$ cat src/rtl/pong_defs.sv
// Shared definitions for the pong match logic: game state encoding,
// default match constants and a small score helper. Also used by the
// score display and the end-screen renderer.
package pong_defs;

   typedef enum logic [1:0] {
      ST_IDLE = 2'd0,
      ST_PLAY = 2'd1,
      ST_END  = 2'd2
   } game_state_t;

   localparam int SCORE_W           = 4;
   localparam int TIME_W            = 7;
   localparam int DEF_WIN_SCORE     = 5;
   localparam int DEF_MATCH_SECONDS = 60;
   localparam int DEF_TICK_DIV      = 25000000;

   // Add one point unless the score already sits at the limit.
   function automatic logic [SCORE_W-1:0] sat_inc(
      input logic [SCORE_W-1:0] value,
      input logic               inc,
      input logic [SCORE_W-1:0] limit
   );
      if (inc && (value < limit))
         return value + 4'd1;
      return value;
   endfunction

endpackage

$ cat src/rtl/sec_tick_gen.sv
// Seconds divider: counts clock cycles while enabled and pulses sec_tick
// for one cycle every TICK_DIV cycles. The count is held at zero while
// disabled, so each enable period starts a fresh second.
module sec_tick_gen
   import pong_defs::*;
#(
   parameter int TICK_DIV = DEF_TICK_DIV
) (
   input  logic clk_d,
   input  logic reset,
   input  logic enable,
   output logic sec_tick
);

   localparam int              CNT_W    = (TICK_DIV > 1) ? $clog2(TICK_DIV) : 1;
   localparam logic [CNT_W-1:0] CNT_LAST = CNT_W'(TICK_DIV - 1);

   logic [CNT_W-1:0] r_count;
   logic             w_at_last;

   assign w_at_last = (r_count == CNT_LAST);
   assign sec_tick  = enable & w_at_last;

   // Cycle counter: 0..TICK_DIV-1 while enabled, cleared otherwise.
   always_ff @(posedge clk_d) begin
      if (reset || !enable)
         r_count <= '0;
      else if (w_at_last)
         r_count <= '0;
      else
         r_count <= r_count + CNT_W'(1);
   end

endmodule

$ cat src/rtl/match_result_ctrl.sv
// Match controller for pong: IDLE -> PLAY -> END. Keeps both scores and
// the countdown, decides the winner when a score reaches WIN_SCORE or the
// clock runs out, and drives registered flags for the end screen.
module match_result_ctrl
   import pong_defs::*;
#(
   parameter int WIN_SCORE     = DEF_WIN_SCORE,
   parameter int MATCH_SECONDS = DEF_MATCH_SECONDS,
   parameter int TICK_DIV      = DEF_TICK_DIV
) (
   input  logic                clk_d,
   input  logic                reset,
   input  logic                start,
   input  logic                p1_point,
   input  logic                p2_point,
   output logic [SCORE_W-1:0]  p1_score,
   output logic [SCORE_W-1:0]  p2_score,
   output logic [TIME_W-1:0]   time_left,
   output logic                game_active,
   output logic                show_end,
   output logic                player1_win,
   output logic                player2_win,
   output logic                draw
);

   localparam logic [SCORE_W-1:0] WIN_VAL   = SCORE_W'(WIN_SCORE);
   localparam logic [TIME_W-1:0]  TIME_INIT = TIME_W'(MATCH_SECONDS);

   game_state_t        r_state, w_state_next;
   logic               r_start_q;
   logic [SCORE_W-1:0] r_p1_score, w_p1_next;
   logic [SCORE_W-1:0] r_p2_score, w_p2_next;
   logic [TIME_W-1:0]  r_time_left, w_time_next;
   logic               r_game_active, w_game_active_next;
   logic               r_show_end, w_show_end_next;
   logic               r_p1_win, w_p1_win_next;
   logic               r_p2_win, w_p2_win_next;
   logic               r_draw, w_draw_next;

   logic w_start_edge;
   logic w_sec_tick;
   logic w_p1_at_win;
   logic w_p2_at_win;

   assign w_start_edge = start & ~r_start_q;
   assign w_p1_at_win  = (r_p1_score == WIN_VAL);
   assign w_p2_at_win  = (r_p2_score == WIN_VAL);

   sec_tick_gen #(
      .TICK_DIV (TICK_DIV)
   ) u_sec_tick_gen (
      .clk_d    (clk_d),
      .reset    (reset),
      .enable   (r_state == ST_PLAY),
      .sec_tick (w_sec_tick)
   );

   // Next-state and next-output logic. The end decision is taken one cycle
   // after the registered score/time reaches its limit; scores and time are
   // frozen in that cycle so the result matches what is displayed.
   always_comb begin
      w_state_next  = r_state;
      w_p1_next     = r_p1_score;
      w_p2_next     = r_p2_score;
      w_time_next   = r_time_left;
      w_p1_win_next = 1'b0;
      w_p2_win_next = 1'b0;
      w_draw_next   = 1'b0;

      case (r_state)
         ST_IDLE: begin
            if (w_start_edge) begin
               w_state_next = ST_PLAY;
               w_p1_next    = '0;
               w_p2_next    = '0;
               w_time_next  = TIME_INIT;
            end
         end
         ST_PLAY: begin
            if (w_p1_at_win || w_p2_at_win) begin
               // A winning score beats a simultaneous timeout.
               w_state_next  = ST_END;
               w_p1_win_next = w_p1_at_win & ~w_p2_at_win;
               w_p2_win_next = w_p2_at_win & ~w_p1_at_win;
               w_draw_next   = w_p1_at_win & w_p2_at_win;
            end else if (r_time_left == '0) begin
               w_state_next  = ST_END;
               w_p1_win_next = (r_p1_score > r_p2_score);
               w_p2_win_next = (r_p2_score > r_p1_score);
               w_draw_next   = (r_p1_score == r_p2_score);
            end else begin
               w_p1_next = sat_inc(r_p1_score, p1_point, WIN_VAL);
               w_p2_next = sat_inc(r_p2_score, p2_point, WIN_VAL);
               if (w_sec_tick)
                  w_time_next = r_time_left - TIME_W'(1);
            end
         end
         ST_END: begin
            if (w_start_edge) begin
               w_state_next = ST_PLAY;
               w_p1_next    = '0;
               w_p2_next    = '0;
               w_time_next  = TIME_INIT;
            end else begin
               w_p1_win_next = r_p1_win;
               w_p2_win_next = r_p2_win;
               w_draw_next   = r_draw;
            end
         end
         default: begin
            w_state_next = ST_IDLE;
         end
      endcase

      w_game_active_next = (w_state_next == ST_PLAY);
      w_show_end_next    = (w_state_next == ST_END);
   end

   // State and output registers; reset wins over every other input.
   always_ff @(posedge clk_d) begin
      if (reset) begin
         r_state       <= ST_IDLE;
         r_start_q     <= 1'b1;
         r_p1_score    <= '0;
         r_p2_score    <= '0;
         r_time_left   <= TIME_INIT;
         r_game_active <= 1'b0;
         r_show_end    <= 1'b0;
         r_p1_win      <= 1'b0;
         r_p2_win      <= 1'b0;
         r_draw        <= 1'b0;
      end else begin
         r_state       <= w_state_next;
         r_start_q     <= start;
         r_p1_score    <= w_p1_next;
         r_p2_score    <= w_p2_next;
         r_time_left   <= w_time_next;
         r_game_active <= w_game_active_next;
         r_show_end    <= w_show_end_next;
         r_p1_win      <= w_p1_win_next;
         r_p2_win      <= w_p2_win_next;
         r_draw        <= w_draw_next;
      end
   end

   assign p1_score    = r_p1_score;
   assign p2_score    = r_p2_score;
   assign time_left   = r_time_left;
   assign game_active = r_game_active;
   assign show_end    = r_show_end;
   assign player1_win = r_p1_win;
   assign player2_win = r_p2_win;
   assign draw        = r_draw;

endmodule

$ cat config.mk
export PLATFORM = sky130hd
export DESIGN_NAME = match_result_ctrl
export DESIGN_NICKNAME = d
export VERILOG_FILES = /design/src/rtl/pong_defs.sv /design/src/rtl/sec_tick_gen.sv /design/src/rtl/match_result_ctrl.sv
export SDC_FILE = /design/constraint.sdc
export NUM_CORES = 1
export LEC_CHECK = 0
export CORE_UTILIZATION = 35
export CTS_CLUSTER_SIZE = 20
export DETAILED_ROUTE_END_ITERATION = 8
export GPL_TIMING_DRIVEN = 0
export PLACE_DENSITY_LB_ADDON = 0.25
export SLEW_MARGIN = 20
export SYNTH_ARGS = -nofsm -noshare
export SYNTH_HDL_FRONTEND = slang
export SYNTH_HIERARCHICAL = 1
export SYNTH_SLANG_ARGS = --single-unit
export TNS_END_PERCENT = 5
$ cat constraint.sdc
create_clock -name clk_d -period 5.4 [get_ports clk_d]
set_clock_uncertainty 0.05 [all_clocks]
set_input_delay 0.81 -clock clk_d [delete_from_list [all_inputs] [get_ports clk_d]]
set_output_delay 0.81 -clock clk_d [all_outputs]
set_load 0.01 [all_outputs]
# Word-level counts from Yosys, hierarchy flattened
# Cells that the tools add are included.
# classes
bitwise_logic	8
magnitude_cmp	4
muxes	38
n_reduce_logical	13
eq_ne	15
add_sub_neg	4
# op_table
cell	count
4-bit 2-to-1 mux	9
7-bit 2-to-1 mux	4
25-bit by 1-bit adder with 25-bit output, second input constant	1
25-bit == test, second input constant	1
4-bit case mux with 2 select lines	2
1-bit 2-to-1 mux	15
5-bit AND reduction	3
7-bit case mux with 2 select lines	1
2-bit != test, second input constant	6
4-bit by 1-bit adder with 4-bit output, second input constant	2
4-bit by 3-bit == test with 1-bit output, second input constant	2
4-bit > comparator	2
4-bit by 3-bit < comparator with 1-bit output, second input constant	2
7-bit logical NOT	1
7-bit by 1-bit subtractor with 7-bit output, second input constant	1
2-bit 2-to-1 mux	3
1-bit case mux with 2 select lines	3
1-bit AND	5
2-bit by 1-bit == test with 1-bit output, second input constant	2
2-bit == test, second input constant	2
4-bit == test	1
2-bit case mux with 2 select lines	1
2-bit OR reduction	2
1-bit NOT	3
6 further kinds	8
# word_totals
input_bits	5
output_inout_bits	20
register_bits	48
word_cells	93

# Logic depth before layout (Yosys ltp)
# Gate-level depths: netlist (run 1).
# depth
ltp_word	10
mapped_depth	8
mapped_depth_nobuf	8

# Modules after synthesis
# Netlist (run 1), hierarchy kept.
# modules_own_cells
mod	area_each_um2	cells_each	n_inst	seq_area_each_um2
match_result_ctrl	1247.4	140	1	460.4
sec_tick_gen	1187.4	135	1	500.5

# Least setup slack after synthesis (run 1)
# OpenSTA, ideal clock, no wires.
# synth_timing
kind	register to register
startpoint	reg u_sec_tick_gen.r_count[12]
endpoint	reg r_time_left[4] (netlist: time_left[4])
path_slack_ns	3.103
n_path_buf	0
arrival_time_ns	2.185
required_time_ns	5.288
setup_time_ns	0.062
period_less_slack_ns	2.297
stages_incl_launch_ff	8
cell_sequence	dfxtp_1 -> nand3_1 -> or4b_2 -> nor4_1 -> and2_1 -> nand3_2 -> or4_1 -> nand3_1
# synth_via
elab_chain_len	4
# synth_rtl
element	line_no	source
start: declaration	sec_tick_gen.sv:18	logic [CNT_W-1:0] r_count;
start signal: assignment	sec_tick_gen.sv:31	r_count <= r_count + CNT_W'(1);
25-bit == test	sec_tick_gen.sv:21	assign w_at_last = (r_count == CNT_LAST);
1-bit AND	sec_tick_gen.sv:22	assign sec_tick = enable & w_at_last;
named net w_sec_tick	match_result_ctrl.sv:41	logic w_sec_tick;
2-bit != test (no line)	n/a	
5-bit AND reduction (no line)	n/a	
end signal: assignment	match_result_ctrl.sv:137	r_time_left <= w_time_next;
end: declaration	match_result_ctrl.sv:33	logic [TIME_W-1:0] r_time_left, w_time_next;
# The timed path passes the listed nets, and every way through them passes these cells.
# A chain may end at the register's enable or synchronous reset.

# Worst setup path in the final report (run 1)
# Ends and elaborated chain as after synthesis.

==> impl_metrics.ini, run 1 <==
[synthesis]
synthTopCellsByArea = dfxtp_1 39%, ha_1 6.7%, nor2_1 4.8%
ys.warnings.count = 6
async_reset_ff_frac = 0
syn_avg_cell_area_um2 = 8.854
syn-num-nets = 293
syn_area_mm2 = 0.002435
synth_cell_types = 54
synth_edf_count = 0
synthFlopType = dfxtp_1
yosys.area.top_type = dfxtp_1
ys_seq_elements = 48
synthCells = 275
synth_commonest_cells = 48 x dfxtp_1, 31 x nor2_1, 18 x inv_1
yosysSeqAreaShare = 0.3947
post-synth-top-count-cell = dfxtp_1
synth_top_area_frac = 0.3947

[routing]
routed_wl_mm = 5.033
drc = 0
met2_length_mm = 2.301
highest_layer = met4
m1WireLength_mm = 2.543
ant_nets = 0
wl_met3_um = 120
vias = 2017
firstDrtPassIters = 4
wl_per_cell_um = 13.04
drt_iter0_markers = 75
viasPerCell = 5.225

[place]
place_hpwl_mm = 3.685
pre_cts_slack_ps = 2552
gp_congestion = 0.7635
placed_area_mm2 = 0.002775
portBuffers = 24
place_inst = 379

[sta]
hold_ws_ps = 403.4
setup_viol = 0
fin_setup_tns_ps = 0
slew_viol_final = 0
rsz0062_at_grt = false
fin_ws_ps = 2820
min_period_ps = 2580
fin_crit_sh = 0.4778
worst_slew_pin_slew_ps = 619.9
hold_viol_final = 0
max_slew_margin = 0.5809
max_freq_mhz = 387.6

[grt]
groute.usage.overall = 0.1527
overflow = 0
grt_max_degree = 14
grt_pass1_vias = 1922
antenna_found_initial = 0
grt_pass1_wl_mm = 9.004

[pwr]
ir_worst_vdd_uv = 64.35
cellLeakagePower_nw = 0.9035
pwr-share-comb = 0.057
pwr_density_cell_mw_per_mm2 = 209.2
net-switching-power_mw = 0.1378
clockPowerShare = 0.341
power.internal_mw = 0.4589
seqPwrFrac = 0.602
swShare = 0.2310
power_mw = 0.5967

[clock_tree]
cts_buffers = 5
post-cts-setup-buffers = 0
insertion_delay_ps = 300
ctsHtreeMaxLevel = 2
hold_buffers = 0
path_clk_slew_ps = 80
cts_sinks = 48
cts_resized = 0
tritoncts = yes
root_buffer = clkbuf_8
clockBufferDepth = 2

[setup_path]
cp-end-kind = flop
required_ps = 5590
cp-start-kind = flop
worstRegToRegCells = 7
worstSetupPathType = flop to flop
rr_endpoint = time_left[4]$_SDFFE_PP1P_
critical_path.top_delay_family = simple AND/OR/NAND/NOR gates
cp_cell_sequence = nand3_1 -> or4b_2 -> nor4_1 -> and2_1 -> nand3_2 -> or4_1 -> nand3_1
cp_num_buf_inv = 0
crit_top_cell = nand3_1
cpMaxStageDelayCell = or4b_2
crit_path_max_fanout = 5
r2r-start = u_sec_tick_gen/r_count[12]$_SDFF_PP0_
critPathMaxStageDelay_ps = 720
crit_arrival_ps = 2770
r2r_slack_ps = 2820

[hold_path]
whs_path_depth = 2
hold_class = flop to flop
whs_endpoint = player2_win$_SDFFE_PP0P_
hold_start = player2_win$_SDFFE_PP0P_

[floorplan]
dieWidth_um = 85.41
chipHeight_um = 85.41
core-area_mm2 = 0.006756
initial_core_util = 0.3604
io_pins = 25
row_count = 30
dieArea_mm2 = 0.007294

[layout]
final_cells = 386
nets = 324
utilization = 0.4222
final_area_mm2 = 0.002853
diodes = 0
layout-drive-gt1-share = 0.1013
syn2layout_area_growth_pct = 17.16
nFillCells = 684

[job]
cap_violations = 0

[run_status]
outcome = finished clean
## power groups by stage
stage	clock network [mW]	logic (mW)	registers [mW]
floorplan	0	0.0205	0.368
global placement	0	0.0340	0.368
detailed placement	0	0.0343	0.368
CTS	0.216	0.0344	0.359
global route	0.233	0.0377	0.360
finish	0.204	0.0337	0.359
## flip-flops by register name, indices dropped and copies added (netlist names)
register                flops
p1_score                    4
time_left                   7
show_end                    1
game_active                 1
r_state                     2
player1_win                 1
player2_win                 1
p2_score                    4
u_sec_tick_gen/r_count     25
r_start_q                   1
draw                        1
## worst max-delay path by stage
| stage | from | endpoint | slack [ps] | cells after the start |
|---|---|---|---|---|
| after CTS | u_sec_tick_gen/r_count[12]$_SDFF_PP0_ | time_left[4]$_SDFFE_PP1P_ | 2820 | 7 |
| after floorplan | u_sec_tick_gen/r_count[12]$_SDFF_PP0_ | time_left[4]$_SDFFE_PP1P_ | 3100 | 7 |
| after global placement | start | p1_score[0]$_SDFFE_PP0P_ | 2540 | 7 |
| after global routing | u_sec_tick_gen/r_count[12]$_SDFF_PP0_ | time_left[4]$_SDFFE_PP1P_ | 2710 | 7 |
| after detailed placement | start | p1_score[0]$_SDFFE_PP0P_ | 2550 | 7 |
| final | u_sec_tick_gen/r_count[12]$_SDFF_PP0_ | time_left[4]$_SDFFE_PP1P_ | 2820 | 7 |
## cell usage in the layout (no fill, tap or decap), drive strengths merged, types with 3 or more instances in the layout
master / synthesis / layout
nor4: 5 / 5
or4: 8 / 8
clkbuf: 4 / 10
nor2b: 3 / 3
nand4: 8 / 8
o21ai: 9 / 9
or2: 3 / 3
nor3: 7 / 7
dfxtp: 48 / 48
xnor2: 12 / 12
and3: 5 / 5
xor2: 5 / 5
buf: 3 / 3
ha: 13 / 13
or3: 10 / 10
inv: 18 / 18
nand3: 15 / 15
and2: 4 / 4
nand2: 16 / 16
nor2: 31 / 31
o31ai: 8 / 8
a21oi: 16 / 16
clkdlybuf4s50: 0 / 24
## worst register-to-register path, stage by stage, from the launching register on
cell and delay (ps):
dfxtp_1 370, nand3_1 150, or4b_2 720, nor4_1 310, and2_1 280, nand3_2 140, or4_1 420, nand3_1 90
## metal layers
| layer | global-route usage | up-vias |
|---|---|---|
| met5 | 0 | - |
| met4 | 0.05152 | 0 |
| met3 | 0.03502 | 6 |
| met2 | 0.2560 | 24 |
| met1 | 0.1930 | 940 |
| li1 | - | 1047 |
## cell type report
cell class / instances / area [um^2] / share of cell area
inverter: 18 / 67.56 / 0.02368
tap: 80 / 100.1 / 0.03509
timing repair buffer: 24 / 240.2 / 0.08421
buffer: 7 / 38.79 / 0.01360
clock buffer: 6 / 72.57 / 0.02544
sequential: 48 / 960.9 / 0.3368
multi-input combinational: 202 / 1368 / 0.4794
clock inverter: 1 / 5.005 / 0.001754
## cell families (layout without fill, tap and decap cells)
logic type,Yosys count,after routing,synth area share
buffers and inverters,25,56,0.04367
xor gates and xnor gates,17,17,0.06115
adders and majority gates,13,13,0.06681
AOI/OAI and AO/OA,45,45,0.1382
and+or+nand+nor,127,127,0.2955
DFF,48,48,0.3947
(Power assumes the default switching activity.)
==> run 2, diff against run 1 <==
clock period = 2.48 ns   (was 5.4 ns; I/O delays follow)
==> run 2 against run 1 <==
Die area unchanged. First-iteration DRC count increased by 21%. Critical path depth unchanged. Worst setup slack got worse by 2600 ps. Non-clock buffer count increased by 4. Largest power group unchanged. Register-to-register slack got worse by 2600 ps. Sequential power increased by 120%. Routed wire length increased by 1.7%. Critical path type unchanged. Clock-buffer cell count unchanged. Maximum frequency increased by 12%.
==> impl_metrics.ini, run 2 (synthesized netlist as in run 1, its figures left out) <==
[floorplan]
initial_core_util = 0.3604
dieArea_mm2 = 0.007294
dieWidth_um = 85.41
chipHeight_um = 85.41
row_count = 30
core-area_mm2 = 0.006756
io_pins = 25

[setup_path]
crit_arrival_ps = 2500
critPathMaxStageDelay_ps = 580
worstRegToRegCells = 7
required_ps = 2670
rr_endpoint = time_left[4]$_SDFFE_PP1P_
critical_path.top_delay_family = simple AND/OR/NAND/NOR gates
r2r-start = u_sec_tick_gen/r_count[12]$_SDFF_PP0_
cp_num_buf_inv = 0
cpMaxStageDelayCell = or4b_4
cp-end-kind = flop
r2r_slack_ps = 170
crit_top_cell = nand3_1
crit_path_max_fanout = 5
cp_cell_sequence = nand3_1 -> or4b_4 -> nor4_2 -> and2_4 -> nand3_2 -> or4_1 -> nand3_1
worstSetupPathType = flop to flop
cp-start-kind = flop

[routing]
routed_wl_mm = 5.119
viasPerCell = 5.205
vias = 2030
ant_nets = 0
drc = 0
firstDrtPassIters = 4
drt_iter0_markers = 91
wl_per_cell_um = 13.13

[sta]
setup_viol = 0
max_freq_mhz = 433.5
max_slew_margin = 0.5798
fin_crit_sh = 0.9302
rsz0062_at_grt = false
min_period_ps = 2307
hold_viol_final = 0
slew_viol_final = 0
worst_slew_pin_slew_ps = 621.5

[grt]
grt_pass1_wl_mm = 9.073
grt_max_degree = 14
groute.usage.overall = 0.1537
grt_pass1_vias = 1936
antenna_found_initial = 0
overflow = 0

[clock_tree]
insertion_delay_ps = 300
cts_sinks = 48
root_buffer = clkbuf_8
hold_buffers = 0
ctsHtreeMaxLevel = 2
cts_buffers = 5
clockBufferDepth = 2
tritoncts = yes
path_clk_slew_ps = 80

[hold_path]
hold_class = flop to flop
whs_endpoint = player2_win$_SDFFE_PP0P_
whs_path_depth = 2
hold_start = player2_win$_SDFFE_PP0P_

[run_status]
outcome = finished clean

[place]
gp_congestion = 0.7635
place_hpwl_mm = 3.685
placed_area_mm2 = 0.002775
portBuffers = 24
place_inst = 379

[layout]
final_area_mm2 = 0.002895
syn2layout_area_growth_pct = 18.91
mostFrequentLayoutCells = 48 x dfxtp_1, 31 x nor2_1, 24 x clkdlybuf4s50_1
multiInputGateArea_mm2 = 0.001380
layout-drive-gt1-share = 0.1194
largest_reg_flops = 25
final_common_cell = dfxtp_1
utilization = 0.4285
nets = 328
diodes = 0
seq_area_um2 = 960.9
largest-register = u_sec_tick_gen/r_count
nFillCells = 682
final_cells = 390

[pwr]
ir_worst_vdd_uv = 140.0
power_mw = 1.308
pwr_density_cell_mw_per_mm2 = 451.7
cellLeakagePower_nw = 0.9257

[job]
cap_violations = 0
==> run 2: cell types whose count changed in the layout (fill, tap and decap cells not counted), sizes merged <==
| cell | before | now |
|---|---|---|
| buf | 3 | 7 |
==> run 2: metrics by stage <==
stage          worst slack, ps  hold slack, ps  setup TNS (ps)
2_1_floorplan            183.5           379.9               0
3_3_place_gp            -31.16           391.7          -31.16
3_5_place_dp            -63.40           391.3          -63.40
4_1_cts                  11.78           412.6               0
5_1_grt                  20.52           440.4               0
6_report                 173.1           403.3               0
==> run 2: worst min-delay path, delay by kind of cell (launching register included) <==
kind | cells | cell delay (ps)
compound gates | 1 | 50
simple gates | 1 | 40
flops | 1 | 330
==> run 2: repair_timing <==
item	4_1_cts	5_1_grt
hold endpoints to repair	0	0
gates resized for setup	3	1
setup endpoints to repair	1	3
setup buffers	0	4
pin swaps	0	1
==> run 2: layer usage <==
| metal | vias to the layer above | share of wire | GRT usage |
|---|---|---|---|
| met3 | 6 | 0.023 | 0.03502 |
| met5 | - | 0 | 0 |
| li1 | 1056 | - | - |
| met1 | 947 | 0.50 | 0.1936 |
| met4 | 0 | 0.013 | 0.05152 |
| met2 | 21 | 0.46 | 0.2589 |
==> run 2: worst max-delay path by stage <==
stage,cells after the start,from,to
final,7,u_sec_tick_gen/r_count[12]$_SDFF_PP0_,time_left[4]$_SDFFE_PP1P_
after global routing,7,u_sec_tick_gen/r_count[12]$_SDFF_PP0_,time_left[4]$_SDFFE_PP1P_
after CTS,7,u_sec_tick_gen/r_count[12]$_SDFF_PP0_,time_left[4]$_SDFFE_PP1P_
after detailed placement,7,u_sec_tick_gen/r_count[12]$_SDFF_PP0_,time_left[4]$_SDFFE_PP1P_
after global placement,7,u_sec_tick_gen/r_count[12]$_SDFF_PP0_,time_left[4]$_SDFFE_PP1P_
after floorplan,7,u_sec_tick_gen/r_count[12]$_SDFF_PP0_,time_left[4]$_SDFFE_PP1P_
==> run 2: power by group <==
part / total (mW) / switching (mW) / internal [mW] / leakage [nW]
Combinational: 0.0789 / 0.0435 / 0.0355 / 0.497
Clock: 0.447 / 0.254 / 0.192 / 0.0410
Sequential: 0.782 / 0.00637 / 0.776 / 0.388
Total: 1.31 / 0.304 / 1.00 / 0.926
==> run 2: layout make-up <==
| class | instances | area share |
|---|---|---|
| Buffer | 7 | 0.01340 |
| Clock buffer | 6 | 0.02506 |
| Clock inverter | 1 | 0.001729 |
| Inverter | 18 | 0.02334 |
| Multi-Input combinational cell | 202 | 0.4767 |
| Sequential cell | 48 | 0.3319 |
| Tap cell | 80 | 0.03457 |
| Timing Repair Buffer | 28 | 0.09334 |
==> run 3, diff against run 2 <==
ABC_CLOCK_PERIOD_IN_PS = 2480   (was not set)
==> results of run 3 <==
No change in the layout: final DEF, timing and power equal those of run 2.
